<file path="src/rtl/intersection_phase_scheduler.sv">
// Two-road intersection phase sequencer with a shared pedestrian WALK phase.
// Phases advance on the 1 Hz TICK enable; pedestrians are served from all-red.
//
// Ports:
//   CLK, RESET (async, active-high), TICK (1-cycle enable), PED_REQ (level)
//   NS_RED/NS_YELLOW/NS_GREEN, EW_RED/EW_YELLOW/EW_GREEN : vehicle lamps
//   WALK : pedestrian lamp, PED_PENDING : latched unserved request
//   REMAIN : ticks left in current phase, PHASE : current state code
module intersection_phase_scheduler #(
    parameter int unsigned GREEN_SEC  = 4,
    parameter int unsigned YELLOW_SEC = 1,
    parameter int unsigned ALLRED_SEC = 1,
    parameter int unsigned WALK_SEC   = 3,
    parameter int unsigned CW         = 3
) (
    input  logic          CLK,
    input  logic          RESET,
    input  logic          TICK,
    input  logic          PED_REQ,
    output logic          NS_RED,
    output logic          NS_YELLOW,
    output logic          NS_GREEN,
    output logic          EW_RED,
    output logic          EW_YELLOW,
    output logic          EW_GREEN,
    output logic          WALK,
    output logic          PED_PENDING,
    output logic [CW-1:0] REMAIN,
    output logic [2:0]    PHASE
);

    typedef enum logic [2:0] {
        NS_GO    = 3'd0,
        NS_WARN  = 3'd1,
        CLEAR_A  = 3'd2,
        EW_GO    = 3'd3,
        EW_WARN  = 3'd4,
        CLEAR_B  = 3'd5,
        PED_WALK = 3'd6
    } state_t;

    // A zero-length phase would stall REMAIN at 0, so it is stretched to 1.
    localparam logic [CW-1:0] D_GREEN =
        CW'((GREEN_SEC == 0) ? 1 : GREEN_SEC);
    localparam logic [CW-1:0] D_YELLOW =
        CW'((YELLOW_SEC == 0) ? 1 : YELLOW_SEC);
    localparam logic [CW-1:0] D_ALLRED =
        CW'((ALLRED_SEC == 0) ? 1 : ALLRED_SEC);
    localparam logic [CW-1:0] D_WALK =
        CW'((WALK_SEC == 0) ? 1 : WALK_SEC);
    localparam logic [CW-1:0] ONE = CW'(1);

    logic [2:0]    phase_q;
    logic [CW-1:0] remain_q;
    logic          ped_q;
    logic          resume_ew_q;

    state_t        nxt;
    logic [CW-1:0] nxt_dur;
    logic          nxt_resume_ew;
    logic          phase_end;

    always_comb begin
        nxt           = NS_GO;
        nxt_resume_ew = resume_ew_q;
        case (phase_q)
            NS_GO:    nxt = NS_WARN;
            NS_WARN:  nxt = CLEAR_A;
            CLEAR_A: begin
                nxt_resume_ew = 1'b1;
                nxt = ped_q ? PED_WALK : EW_GO;
            end
            EW_GO:    nxt = EW_WARN;
            EW_WARN:  nxt = CLEAR_B;
            CLEAR_B: begin
                nxt_resume_ew = 1'b0;
                nxt = ped_q ? PED_WALK : NS_GO;
            end
            PED_WALK: nxt = resume_ew_q ? EW_GO : NS_GO;
            default:  nxt = CLEAR_A;
        endcase
    end

    always_comb begin
        nxt_dur = D_ALLRED;
        case (nxt)
            NS_GO, EW_GO:     nxt_dur = D_GREEN;
            NS_WARN, EW_WARN: nxt_dur = D_YELLOW;
            PED_WALK:         nxt_dur = D_WALK;
            default:          nxt_dur = D_ALLRED;
        endcase
    end

    // Code 7 recovers on the next edge without waiting for TICK.
    assign phase_end = (phase_q == 3'd7) ||
                       (TICK && (remain_q <= ONE));

    always_ff @(posedge CLK or posedge RESET) begin
        if (RESET) begin
            phase_q     <= NS_GO;
            remain_q    <= D_GREEN;
            ped_q       <= 1'b0;
            resume_ew_q <= 1'b1;
        end else begin
            if (phase_end) begin
                phase_q     <= nxt;
                remain_q    <= nxt_dur;
                resume_ew_q <= nxt_resume_ew;
            end else if (TICK) begin
                remain_q <= remain_q - ONE;
            end
            // Granting the walk wins over a same-cycle button press.
            if (phase_end && (nxt == PED_WALK)) begin
                ped_q <= 1'b0;
            end else if (PED_REQ && (phase_q != PED_WALK)) begin
                ped_q <= 1'b1;
            end
        end
    end

    always_comb begin
        NS_RED    = 1'b1;
        NS_YELLOW = 1'b0;
        NS_GREEN  = 1'b0;
        EW_RED    = 1'b1;
        EW_YELLOW = 1'b0;
        EW_GREEN  = 1'b0;
        WALK      = 1'b0;
        case (phase_q)
            NS_GO: begin
                NS_RED   = 1'b0;
                NS_GREEN = 1'b1;
            end
            NS_WARN: begin
                NS_RED    = 1'b0;
                NS_YELLOW = 1'b1;
            end
            EW_GO: begin
                EW_RED   = 1'b0;
                EW_GREEN = 1'b1;
            end
            EW_WARN: begin
                EW_RED    = 1'b0;
                EW_YELLOW = 1'b1;
            end
            PED_WALK: WALK = 1'b1;
            default: ;
        endcase
    end

    assign PED_PENDING = ped_q;
    assign REMAIN      = remain_q;
    assign PHASE       = phase_q;

endmodule

</file>
<file path="config.mk">
export PLATFORM = sky130hd
export DESIGN_NAME = intersection_phase_scheduler
export DESIGN_NICKNAME = d
export VERILOG_FILES = /design/src/rtl/intersection_phase_scheduler.sv
export SDC_FILE = /design/constraint.sdc
export NUM_CORES = 1
export LEC_CHECK = 0
export ABC_CLOCK_PERIOD_IN_PS = 2400
export BUFFER_PORTS_ARGS = -buffer_cell sky130_fd_sc_hd__buf_2
export CAP_MARGIN = 30
export CORE_MARGIN = 2
export CORE_UTILIZATION = 47
export DETAILED_ROUTE_END_ITERATION = 12
export PLACE_DENSITY = 0.77
export SYNTH_ARGS = -nofsm -noshare
export SYNTH_HDL_FRONTEND = slang
export SYNTH_SLANG_ARGS = --single-unit
</file>
<file path="constraint.sdc">
create_clock -name CLK -period 2.4 [get_ports CLK]
set_clock_uncertainty 0.05 [all_clocks]
set_input_delay 0.24 -clock CLK [delete_from_list [all_inputs] [get_ports CLK]]
set_output_delay 0.24 -clock CLK [all_outputs]
set_load 0.05 [all_outputs]
</file>
## Word level (Yosys, flattened, before mapping)

Index checks and enable logic that the tools add are counted.

| word-level totals | value |
|---|---|
| output and inout port bits | 14 |
| logic and storage cells | 46 |
| register bits | 8 |
| input bits | 4 |

| operators by class | value |
|---|---|
| add/subtract/negate cells | 1 |
| reductions and logical operators | 13 |
| equal/unequal tests | 10 |
| $lt $le $gt $ge | 1 |
| mux-type cells | 17 |

Operators with widths:

| operator | number |
|---|---|
| $pmux W3 S6 | 1 |
| $eq A3 B3 Y1 const B | 5 |
| $mux W3 | 4 |
| $eq A3 B2 Y1 const B | 3 |
| $mux W1 | 9 |
| $logic_not A3 Y1 | 2 |
| $pmux W3 S2 | 1 |
| $reduce_bool A2 Y1 | 3 |
| $reduce_or A2 Y1 | 3 |
| $eq A3 B1 Y1 const B | 1 |
| $le A3 B1 Y1 const B | 1 |
| $logic_and A1 B1 Y1 | 3 |
| $ne A3 B3 Y1 const B | 1 |
| $sub A3 B1 Y3 const B | 1 |
| $mux W2 | 1 |
| $pmux W1 S2 | 1 |
| $reduce_and A2 Y1 | 1 |
| $logic_or A1 B1 Y1 | 1 |

## Logic depth before layout (Yosys ltp)

Gate-level depths: netlist of the first run.

| depth | value |
|---|---|
| depth in word-level cells | 6 |
| gate-level depth with buffers | 6 |
| mapped depth without buffers | 6 |

## Worst setup path after synthesis of the first run

Ideal clock, no wire load.

| timing | value |
|---|---|
| kind | register to output |
| from | register phase_q[2], in the netlist PHASE[2] |
| to | output port EW_RED |
| setup slack | -551 ps |
| arrival time | 2661 ps |
| path buffers | 1 |
| cell stages (with the launch flop) | 5 |
| required time | 2110 ps |
| cells stage by stage | dfrtp_1 buf_2 inv_1 nor3_1 nor2_1 |

| between the ends | value |
|---|---|
| cells in the longest elaborated chain, start to end | 3 |
| elaborated cells on any way between the ends | 4 |
| classes of those cells | eq/ne: 2; mux: 1; reduce/logical: 1 |

RTL lines:

| item | line | source |
|---|---|---|
| start: declaration | 53 | `logic [2:0] phase_q;` |
| start signal: assignment | 106 | `phase_q <= nxt;` |
| $eq A3 B2 Y1 / $eq A3 B3 Y1 (equally long branches) | 129 | `case (phase_q)` |
| $reduce_or A2 Y1 (no line) (*) | - |  |
| $mux W1 (*) | 129 |  |
| end: declaration | 23 | `output logic EW_RED,` |

Mark *: on every way between the ends. The rest lies on a longest branch, timed or not.

## Worst setup path in the final report of the first run

| timing | value |
|---|---|
| from | register phase_q[1], in the netlist PHASE[1] |
| to | output port NS_GREEN |

| between the ends | value |
|---|---|
| cells in the longest elaborated chain, start to end | 2 |

RTL lines:

| item | line | source |
|---|---|---|
| $logic_not A3 Y1 | 129 |  |
| $mux W1 | 129 |  |
| end: declaration | 22 | `output logic NS_GREEN,` |

Every way passes these cells.

==> results of run 1 <==
## worst min-delay path by stage
stage | slack [ps] | startpoint | endpoint | depth (start not counted)
after global routing | 190 | PED_REQ | PED_PENDING | 3
after floorplan | 4 | RESET | PED_PENDING | 1
after CTS | 200 | PED_REQ | PED_PENDING | 3
after detailed placement | 160 | RESET | PHASE[1] | 2
after global placement | 160 | RESET | PHASE[1] | 2
final | 200 | PED_REQ | PED_PENDING | 3
## cells in the final DEF, fill, tap and decap left out, drive strengths merged, types with 3 or more instances in the layout
master  synthesis  final
a21oi           6      6
buf             6     17
clkbuf          0      4
dfrtp           6      6
inv             5      5
nand2           8      8
nand2b          5      5
nand3           3      3
nor2            7      7
nor3            3      3
o21ai           7      7
## critical path, cell delays in order, from the launching register on
cell and delay, ps:
dfrtp_1 570, or2_2 400, nor2_1 90, buf_2 270
## kinds of logic after synthesis
| kind of cell | after synthesis | synth area share, % |
|---|---|---|
| AOI/OAI and AO/OA | 27 | 27.4 |
| and+or+nand+nor | 34 | 29.9 |
| adders and majority gates | 2 | 3.83 |
| buffers and inverters | 11 | 7.85 |
| DFF | 8 | 31.0 |
## metal layers
| layer | vias to the layer above | GRT usage (%) | wire length [um] |
|---|---|---|---|
| li1 | 327 | - | - |
| met1 | 298 | 28.7 | 678 |
| met4 | 0 | 12.1 | 29 |
| met2 | 37 | 31.3 | 721 |
| met5 | - | 0 | 0 |
| met3 | 4 | 4.89 | 93 |
## through the flow
step / utilization (%) / instances
finish: 58.8 / 113
floorplan: - / 82
global placement: 56.1 / 108
CTS: 58.8 / 113
global route: 58.8 / 113
detailed placement: 56.1 / 108
## registers in the layout, summed over array words and instances, names as in the netlist
name and cells:
resume_ew_q 1, PED_PENDING 1, REMAIN 3, PHASE 3
## cell type report
cell class              instances  area, sq um  area share (%)
clock buffers                   4         26.3            3.43
well taps                      15         18.8            2.45
inverters                       5         18.8            2.45
multi-input cells              63          404            52.8
flip-flops and latches          8          203            26.5
repair buffers                 18         95.1            12.4
## what timing repair did
| action | CTS | global route |
|---|---|---|
| endpoints found under the hold margin | 6 | 0 |
| hold buffers | 1 | 0 |
| setup endpoints to repair | 0 | 0 |
==> results.txt, run 1 <==
----------------------------------------------------
[Run status]
  Result of the run ... finished, final reports clean

[Logic synthesis]
  FF+latch count, synth ... 8
  Ys async rst share ... 100%
  EDFF count, synth ... 0
  Cells after synthesis ... 82
  Net Count, Synth ... 88
  Average cell area after synthesis ... 7.96 sq um
  Post-Synthesis Cell Area ... 653 sq um
  Share of the synthesized area in the top cell type ... 23.0%
  Most frequent cells after synthesis ... nand2_1, a21oi_1, dfrtp_1, nor2_1, o21ai_1
  Cell types occupying the most area after synthesis ... dfrtp_1, dfstp_2, a21oi_1, o21ai_1, nand2_1
  Most common cell in the netlist ... nand2_1
  Count of unique library cells instantiated by Yosys ... 35
  Most used flip-flop cell after synthesis ... dfrtp_1
  Synthesis Warnings ... 0
  Biggest area consumer among synthesized cells ... dfrtp_1
  Part of the Yosys area used for sequential elements ... 31.0%

[Critical path]
  Kind of capture point of the worst setup path ... output pin
  Register-to-Register Setup Slack ... 790 ps
  Kind of start point of the critical path ... flop
  R2r startpoint ... REMAIN[1]
  Capture instance of the worst register-to-register path ... REMAIN[1]
  Req. time, crit path ... 2110 ps
  Setup CP Type ... flop to output pin
  Highest net fanout along the worst path ... 19
  Capture point of the worst path ... NS_GREEN
  Crit. Startpoint ... PHASE[1]
  Arrival @ worst endpoint ... 1580 ps
  Path depth of the worst reg2reg path ... 6

[Clock network]
  Bufs on Longest Clock Path ... 2
  H-tree Lvls ... 1
  Clock root cell ... clkbuf_4
  TritonCTS clock tree ... built
  Post-CTS resize count ... 0
  Clock buffers created by TritonCTS ... 3
  Register clock-pin slew on the reported worst setup and hold paths ... 70 ps
  CTS Sinks ... 8
  Setup fix buffers added after clock tree synthesis ... 0
  Source-to-sink clock delay at the later pin of the worst-skew pair ... 260 ps

[Final layout]
  Area overhead of the layout relative to synthesis ... 17.2%
  Final-stage net count ... 105
  Fraction of layout instances using a drive strength above 1 ... 30.6%
  Antenna Diode Count ... 0
  Summed area of non-filler cells in the final layout ... 766 sq um
  Final-layout fill cell count ... 125

[Place]
  Placement-stage worst setup slack ... 802 ps
  Port-buffer cells ... 17
  HPWL Detailed ... 1110 um
  Placement-stage cell area ... 729 sq um
  Final Wtd Congestion ... 0.770

[Timing]
  Final Slew Violations ... 0
  Setup repair after global routing missed its margin ... false
  Hold_ws ... 196 ps
  Final Hold Violating Endpoints ... 0
  Final setup violation count ... 0
  Fin crit share ... 77.9%
  Slew @ Worst Pin ... 521 ps
  Setup total negative slack ... 0 ps
  Worst max-slew margin expressed relative to the limit ... 65.2%
  Worst Slack Setup Final ... 531 ps
  Maximum clock frequency ... 535 MHz
  Post-layout minimum cycle time ... 1870 ps

[Floorplan]
  Die W ... 41.3 um
  Die boundary height ... 41.3 um
  Initial Util ... 50.2%
  Number of top-level pins ... 18
  Total Die Area ... 1700 sq um
  Count of standard-cell rows ... 13
  Core region area ... 1300 sq um

[Global routing]
  Total Routing Usage GR ... 21.5%
  Global-route wire length before repair ... 2310 um
  Number of antenna violations at the first check in global routing ... 0
  Maximum number of pins on one net before global-route repair ... 20
  Vias in the first global route ... 521
  Total congestion overflow ... 0

[Detailed routing]
  Drt via density ... 5.89
  Final Routed Wirelength ... 1520 um
  Iteration-0 DRC Markers ... 36
  Wirelength per Cell ... 13.5 um
  Count of unresolved DRC violations after routing ... 0
  Via count ... 666
  ANT nets after route ... 0
  Detailed-routing iteration count for the pre-antenna-repair pass ... 4

[Job]
  Number of maximum-capacitance constraint violations ... 0

[Min path]
  Hold crit path type ... input port to flop

----------------------------------------------------
Power of run 1 is not shown: default switching activity piles up to over one toggle a cycle in this logic, so the estimate is an artifact.
==> run 2: changes to the inputs <==
--- a/config.mk
+++ b/config.mk
@@ -5,11 +5,11 @@
 export SDC_FILE = /design/constraint.sdc
 export NUM_CORES = 1
 export LEC_CHECK = 0
-export ABC_CLOCK_PERIOD_IN_PS = 2400
+export ABC_CLOCK_PERIOD_IN_PS = 1600
 export BUFFER_PORTS_ARGS = -buffer_cell sky130_fd_sc_hd__buf_2
 export CAP_MARGIN = 30
 export CORE_MARGIN = 2
-export CORE_UTILIZATION = 47
+export CORE_UTILIZATION = 45
 export DETAILED_ROUTE_END_ITERATION = 12
 export PLACE_DENSITY = 0.77
 export SYNTH_ARGS = -nofsm -noshare
==> constraint.sdc (replaced) <==
create_clock -name CLK -period 1.6 [get_ports CLK]
set_clock_uncertainty 0.05 [all_clocks]
set_input_delay 0.16 -clock CLK [delete_from_list [all_inputs] [get_ports CLK]]
set_output_delay 0.16 -clock CLK [all_outputs]
set_load 0.05 [all_outputs]
==> run 2 against run 1 <==
  * Critical endpoint is now NS_YELLOW
  * Design area is 19% higher
  * Setup slack got worse by 490 ps
  * First-iteration DRC count rose by 25%
  * Sequential share of layout area fell by 3.2 points
  * Worst hold slack got worse by 99 ps
  * Via count rose by 8.3%
==> results.txt, run 2 (same netlist as run 1, synthesis figures left out) <==
----------------------------------------------------
[Run status]
  Result of the run ... finished, final reports clean

[Critical path]
  Register-to-Register Setup Slack ... 100 ps (-690 ps)
  Kind of capture point of the worst setup path ... output pin
  Kind of start point of the critical path ... flop
  Highest net fanout along the worst path ... 8 (-11)
  Slowest library cell on the worst path ... dfrtp_2
  Crit. Startpoint ... PHASE[2]
  Peak per-stage delay on the critical path ... 450 ps (-120 ps)
  Arrival @ worst endpoint ... 1350 ps (-230 ps)
  Delay-heaviest family, CP ... flip-flops
  Req. time, crit path ... 1390 ps (-720 ps)
  Capture instance of the worst register-to-register path ... REMAIN[0]
  Path depth of the worst reg2reg path ... 4 (-2)
  Worst-path cell chain ... or2_2 -> nor2_4 -> buf_4
  R2r startpoint ... PHASE[0]
  CP bufs+invs ... 1 (unchanged)
  Setup CP Type ... flop to output pin

[Detailed routing]
  Detailed-routing iteration count for the pre-antenna-repair pass ... 4 (unchanged)
  Met2 layer wire length in the routed design ... 789 um (+9.4%)
  Drt via density ... 6.01 (+1.9%)
  Wirelength per Cell ... 14.3 um (+6.2%)
  Met1 Wirelength ... 806 um (+19%)
  Detailed-routed wire length on met3 ... 74 um (-20%)
  Iteration-0 DRC Markers ... 45 (+25%)
  Top routing layer used ... met4
  Via count ... 721 (+8.3%)
  Count of unresolved DRC violations after routing ... 0 (unchanged)
  ANT nets after route ... 0 (unchanged)
  Final Routed Wirelength ... 1720 um (+13%)

[Floorplan]
  Core region area ... 1330 sq um (+2.5%)
  Initial Util ... 49.0% (-1.2 points)
  Number of top-level pins ... 18 (unchanged)
  Count of standard-cell rows ... 13 (unchanged)
  Die W ... 42.1 um (+2.0%)
  Total Die Area ... 1770 sq um (+4.0%)
  Die boundary height ... 42.1 um (+2.0%)

[Final layout]
  Area overhead of the layout relative to synthesis ... 39.3%
  Antenna Diode Count ... 0 (unchanged)
  Leading cell type in the layout, fill and taps excluded ... buf_2
  Most used cells in the layout excluding fill and tap cells ... buf_2, buf_4, nand2_1
  Fraction of layout instances using a drive strength above 1 ... 47.6% (+17 points)
  Final-stage net count ... 112 (+6.7%)

[Min path]
  Hold Path End ... PED_PENDING
  Number of cells traversed by the worst hold path ... 3 (unchanged)
  Hold crit path type ... input port to flop
  Hold wc startpoint ... PED_REQ

[Global routing]
  Vias in the first global route ... 588 (+13%)
  Total congestion overflow ... 0 (unchanged)
  Global-route wire length before repair ... 2660 um (+15%)
  Number of antenna violations at the first check in global routing ... 0 (unchanged)
  Total Routing Usage GR ... 19.4% (-2.1 points)
  Maximum number of pins on one net before global-route repair ... 19 (-5.0%)

[Timing]
  Setup total negative slack ... 0 ps (unchanged)
  Fin crit share ... 97.4%
  Final Slew Violations ... 0 (unchanged)
  Final Hold Violating Endpoints ... 0 (unchanged)
  Post-layout minimum cycle time ... 1560 ps
  Slew @ Worst Pin ... 330 ps (-191 ps)
  Setup repair after global routing missed its margin ... true
  Worst max-slew margin expressed relative to the limit ... 78.0% (+13 points)
  Maximum clock frequency ... 642 MHz
  Final setup violation count ... 0 (unchanged)

[Place]
  Port-buffer cells ... 17 (unchanged)
  Final Wtd Congestion ... 0.809 (+5.0%)
  HPWL Detailed ... 1170 um (+5.2%)

[Job]
  Number of maximum-capacitance constraint violations ... 0 (unchanged)

[Clock network]
  CTS Sinks ... 8 (unchanged)
  Register clock-pin slew on the reported worst setup and hold paths ... 60 ps (about the same)
  Bufs on Longest Clock Path ... 2 (unchanged)
  Clock buffers created by TritonCTS ... 3 (unchanged)
  Source-to-sink clock delay at the later pin of the worst-skew pair ... 260 ps (about the same)
  H-tree Lvls ... 1 (unchanged)
  Clock root cell ... clkbuf_4
  TritonCTS clock tree ... built

----------------------------------------------------
run 2: cell count changes in the layout (fill, tap and decap cells not counted), moves of 2 or more:
cell / previous run / this run
inv_1: 5 / 3
buf_6: 0 / 2
inv_2: 0 / 2
dfrtp_1: 6 / 1
buf_2: 17 / 12
buf_4: 0 / 9
dfrtp_2: 0 / 4
nor2_4: 1 / 4
nor2_1: 6 / 2
run 2: metal layers:
| metal | vias to the layer above | track usage [%] |
|---|---|---|
| li1 | 341 | - |
| met1 | 344 | 26.7 |
| met2 | 29 | 29.7 |
| met3 | 7 | 2.59 |
| met4 | 0 | 9.38 |
| met5 | - | 0 |
run 2: how the worst max path moves through the flow:
stage / endpoint / slack (ps) / cells past startpoint
after global placement: PHASE[2] / 120 / 6
after detailed placement: PHASE[2] / 70 / 6
after global routing: PHASE[2] / -50 / 6
final: NS_YELLOW / 40 / 3
after floorplan: EW_RED / -120 / 4
after CTS: NS_YELLOW / 5 / 3
run 2: per-stage QoR:
| stage | instance area [sq um] | util (%) | hold WS, ps | setup slack (ps) | instances |
|---|---|---|---|---|---|
| floorplan | 733 | - | -76.1 | -117 | 82 |
| global placement | 795 | 59.6 | 72.6 | 125 | 110 |
| detailed placement | 795 | 59.6 | 77.9 | 73.6 | 110 |
| CTS | 843 | 63.2 | 101 | 5.16 | 115 |
| global route | 910 | 68.2 | 123 | -48.6 | 120 |
| finish | 910 | 68.2 | 97.6 | 41.6 | 120 |
run 2: area by class of cell:
cell class                      instances  area, sq um
Timing Repair Buffer                   25          168
Clock buffer                            4         26.3
Sequential cell                         8          211
Inverter                                5         18.8
Fill cell                             100          424
Tap cell                               15         18.8
Multi-Input combinational cell         63          467
run 2: timing repair:
action	CTS	global route
setup endpoints to repair	5	8
buffers inserted	0	5
endpoints found under the hold margin	6	0
hold buffers	1	0
pin swaps	0	2
gates resized for setup	6	6
run 2: worst register-to-register path, stage by stage (launching register included):
cell	delay, ps
dfrtp_4	580
nand2b_1	200
o22ai_1	220
o221ai_1	140
a31o_1	200
Power of run 2 is left out for the same reason.
==> run 3: changes to the inputs <==
--- a/config.mk
+++ b/config.mk
@@ -5,13 +5,15 @@
 export SDC_FILE = /design/constraint.sdc
 export NUM_CORES = 1
 export LEC_CHECK = 0
+export ABC_AREA = 1
 export ABC_CLOCK_PERIOD_IN_PS = 1600
 export BUFFER_PORTS_ARGS = -buffer_cell sky130_fd_sc_hd__buf_2
 export CAP_MARGIN = 30
 export CORE_MARGIN = 2
-export CORE_UTILIZATION = 45
+export CORE_UTILIZATION = 44
 export DETAILED_ROUTE_END_ITERATION = 12
-export PLACE_DENSITY = 0.77
+export MAX_ROUTING_LAYER = met4
+export PLACE_DENSITY = 0.76
 export SYNTH_ARGS = -nofsm -noshare
 export SYNTH_HDL_FRONTEND = slang
 export SYNTH_SLANG_ARGS = --single-unit
==> run 3 against run 2 <==
  * Setup slack improved by 38 ps
  * Worst hold slack better by 10 ps
  * Design area shrank 14%
  * Highest routed layer unchanged
  * Critical path type unchanged
  * Die area shrank 3.3%
  * Non-clock buffer count down 3
  * Via count shrank 12%
  * Flip-flop and latch count did not move
  * Global-route usage shrank 1.5 points
  * Critical endpoint is now EW_YELLOW
==> results.txt, run 3 <==
----------------------------------------------------
[Run status]
  Result of the run ... finished, final reports clean

[Clock network]
  H-tree Lvls ... 1 (unchanged)
  Source-to-sink clock delay at the later pin of the worst-skew pair ... 260 ps (about the same)
  CTS Sinks ... 8 (unchanged)
  Register clock-pin slew on the reported worst setup and hold paths ... 50 ps (about the same)
  Clock root cell ... clkbuf_4
  Bufs on Longest Clock Path ... 2 (unchanged)
  TritonCTS clock tree ... built
  Clock buffers created by TritonCTS ... 3 (unchanged)

[Min path]
  Number of cells traversed by the worst hold path ... 4 (+1)
  Hold crit path type ... input port to flop
  Hold Path End ... REMAIN[2]
  Hold wc startpoint ... TICK

[Critical path]
  Kind of start point of the critical path ... flop
  Register-to-Register Setup Slack ... 120 ps (+20 ps)
  R2r startpoint ... REMAIN[0]
  Path depth of the worst reg2reg path ... 6 (+2)
  Capture instance of the worst register-to-register path ... REMAIN[0]
  Kind of capture point of the worst setup path ... output pin
  Req. time, crit path ... 1390 ps (about the same)
  Arrival @ worst endpoint ... 1310 ps (-40 ps)
  Highest net fanout along the worst path ... 11 (+3)
  Setup CP Type ... flop to output pin

[Global routing]
  Vias in the first global route ... 542 (-7.8%)
  Global-route wire length before repair ... 2290 um (-14%)
  Total congestion overflow ... 0 (unchanged)
  Total Routing Usage GR ... 17.9% (-1.5 points)
  Number of antenna violations at the first check in global routing ... 0 (unchanged)
  Maximum number of pins on one net before global-route repair ... 14 (-5)

[Logic synthesis]
  Net Count, Synth ... 90 (+2.3%)
  Synthesis Warnings ... 0 (unchanged)
  Cell types occupying the most area after synthesis ... dfrtp_1, nand2_1, dfstp_2, buf_6, nor2_1
  Cells after synthesis ... 84 (+2.4%)
  Ys async rst share ... 100% (unchanged)
  Average cell area after synthesis ... 7.33 sq um (-8.0%)
  Most frequent cells after synthesis ... nand2_1, nor2_1, inv_1, nand3_1, dfrtp_1
  Biggest area consumer among synthesized cells ... dfrtp_1
  Most used flip-flop cell after synthesis ... dfrtp_1
  Post-Synthesis Cell Area ... 616 sq um (-5.7%)
  FF+latch count, synth ... 8 (unchanged)
  EDFF count, synth ... 0 (unchanged)
  Share of the synthesized area in the top cell type ... 24.4% (+1.4 points)
  Count of unique library cells instantiated by Yosys ... 20 (-43%)
  Part of the Yosys area used for sequential elements ... 32.9% (+1.9 points)
  Most common cell in the netlist ... nand2_1

[Detailed routing]
  Final Routed Wirelength ... 1420 um (-17%)
  Wirelength per Cell ... 11.8 um (-18%)
  Detailed-routing iteration count for the pre-antenna-repair pass ... 4 (unchanged)
  Via count ... 636 (-12%)
  ANT nets after route ... 0 (unchanged)
  Count of unresolved DRC violations after routing ... 0 (unchanged)
  Iteration-0 DRC Markers ... 31 (-31%)
  Drt via density ... 5.26 (-13%)

[Floorplan]
  Count of standard-cell rows ... 13 (unchanged)
  Initial Util ... 47.3% (-1.7 points)
  Die W ... 41.4 um (-1.6%)
  Die boundary height ... 41.4 um (-1.6%)
  Core region area ... 1300 sq um (-2.4%)
  Total Die Area ... 1710 sq um (-3.3%)
  Number of top-level pins ... 18 (unchanged)

[Timing]
  Slew @ Worst Pin ... 309 ps (-21.4 ps)
  Fin crit share ... 95.0% (-2.4 points)
  Final setup violation count ... 0 (unchanged)
  Final Hold Violating Endpoints ... 0 (unchanged)
  Maximum clock frequency ... 658 MHz (+2.5%)
  Worst max-slew margin expressed relative to the limit ... 79.4% (+1.4 points)
  Post-layout minimum cycle time ... 1520 ps (-38.0 ps)
  Setup repair after global routing missed its margin ... false
  Final Slew Violations ... 0 (unchanged)
  Setup total negative slack ... 0 ps (unchanged)

[Final layout]
  Antenna Diode Count ... 0 (unchanged)
  Fraction of layout instances using a drive strength above 1 ... 47.2% (-0.45 points)
  Area overhead of the layout relative to synthesis ... 27.4%
  Most used cells in the layout excluding fill and tap cells ... nand2_1, buf_2, nand3_1
  Final-stage net count ... 113 (+0.89%)

[Job]
  Number of maximum-capacitance constraint violations ... 0 (unchanged)

[Place]
  Final Wtd Congestion ... 0.873 (+7.9%)
  Port-buffer cells ... 17 (unchanged)
  HPWL Detailed ... 983 um (-16%)

----------------------------------------------------
[run 3: cell count changes after synthesis, sizes merged, moves of 5 or more]
cell    change
nand2      +13
inv         +5
nand3       +5
nand2b      -5
nor2        +6
[run 3: metrics by stage]
step / hold WS [ps] / instance area, sq um / util, % / std cells / setup slack (ps)
after floorplan: -76.1 / 652 / - / 84 / 35.1
after global placement: 68.2 / 718 / 55.2 / 113 / 157
after detailed placement: 74.1 / 718 / 55.2 / 113 / 98.9
after CTS: 103 / 757 / 58.2 / 118 / 28.8
after global routing: 138 / 785 / 60.3 / 121 / 12.7
final: 108 / 785 / 60.3 / 121 / 79.6
[run 3: worst max path at each step]
stage / start / endpoint / slack (ps) / cells past startpoint
2_1_floorplan: REMAIN[1] / REMAIN[1] / 40 / 9
3_3_place_gp: REMAIN[0] / REMAIN[0] / 160 / 6
3_5_place_dp: REMAIN[0] / REMAIN[0] / 100 / 6
4_1_cts: PHASE[0] / NS_GREEN / 30 / 4
5_1_grt: REMAIN[0] / REMAIN[0] / 10 / 6
6_report: PHASE[1] / EW_YELLOW / 80 / 4
[run 3: layout make-up]
class,count,area (sq um)
flip-flops and latches,8,209
inverters,10,42.5
multi-input cells,62,358
fillers,128,517
repair buffers,22,130
well taps,15,18.8
clock buffers,4,26.3
[run 3: metal layers]
layer	vias up	share of wire [%]	GRT usage, %
li1	319	-	-
met1	293	47	22.3
met2	18	46	25.9
met3	6	5.3	6.52
met4	0	2.4	7.74
met5	-	0	-
[run 3: logic make-up after synthesis]
kind of cell	synth area share, %
simple gates	32.9
compound gates	14.4
buf+inv	14.2
flops	32.9
fa+ha+maj	4.06
xor+xnor	1.42
[run 3: repair_timing]
item	CTS	global route
setup endpoints to repair	1	9
resized for setup	1	3
setup buffers	0	3
hold buffers	1	0
pin swaps	0	1
endpoints found under the hold margin	6	0
[run 3: worst max-delay path, stage by stage, from the launching register on]
cell and delay, ps:
dfrtp_2 510, nor2_2 140, nand2_1 90, inv_1 60, buf_2 250
Power of run 3 is left out for the same reason.
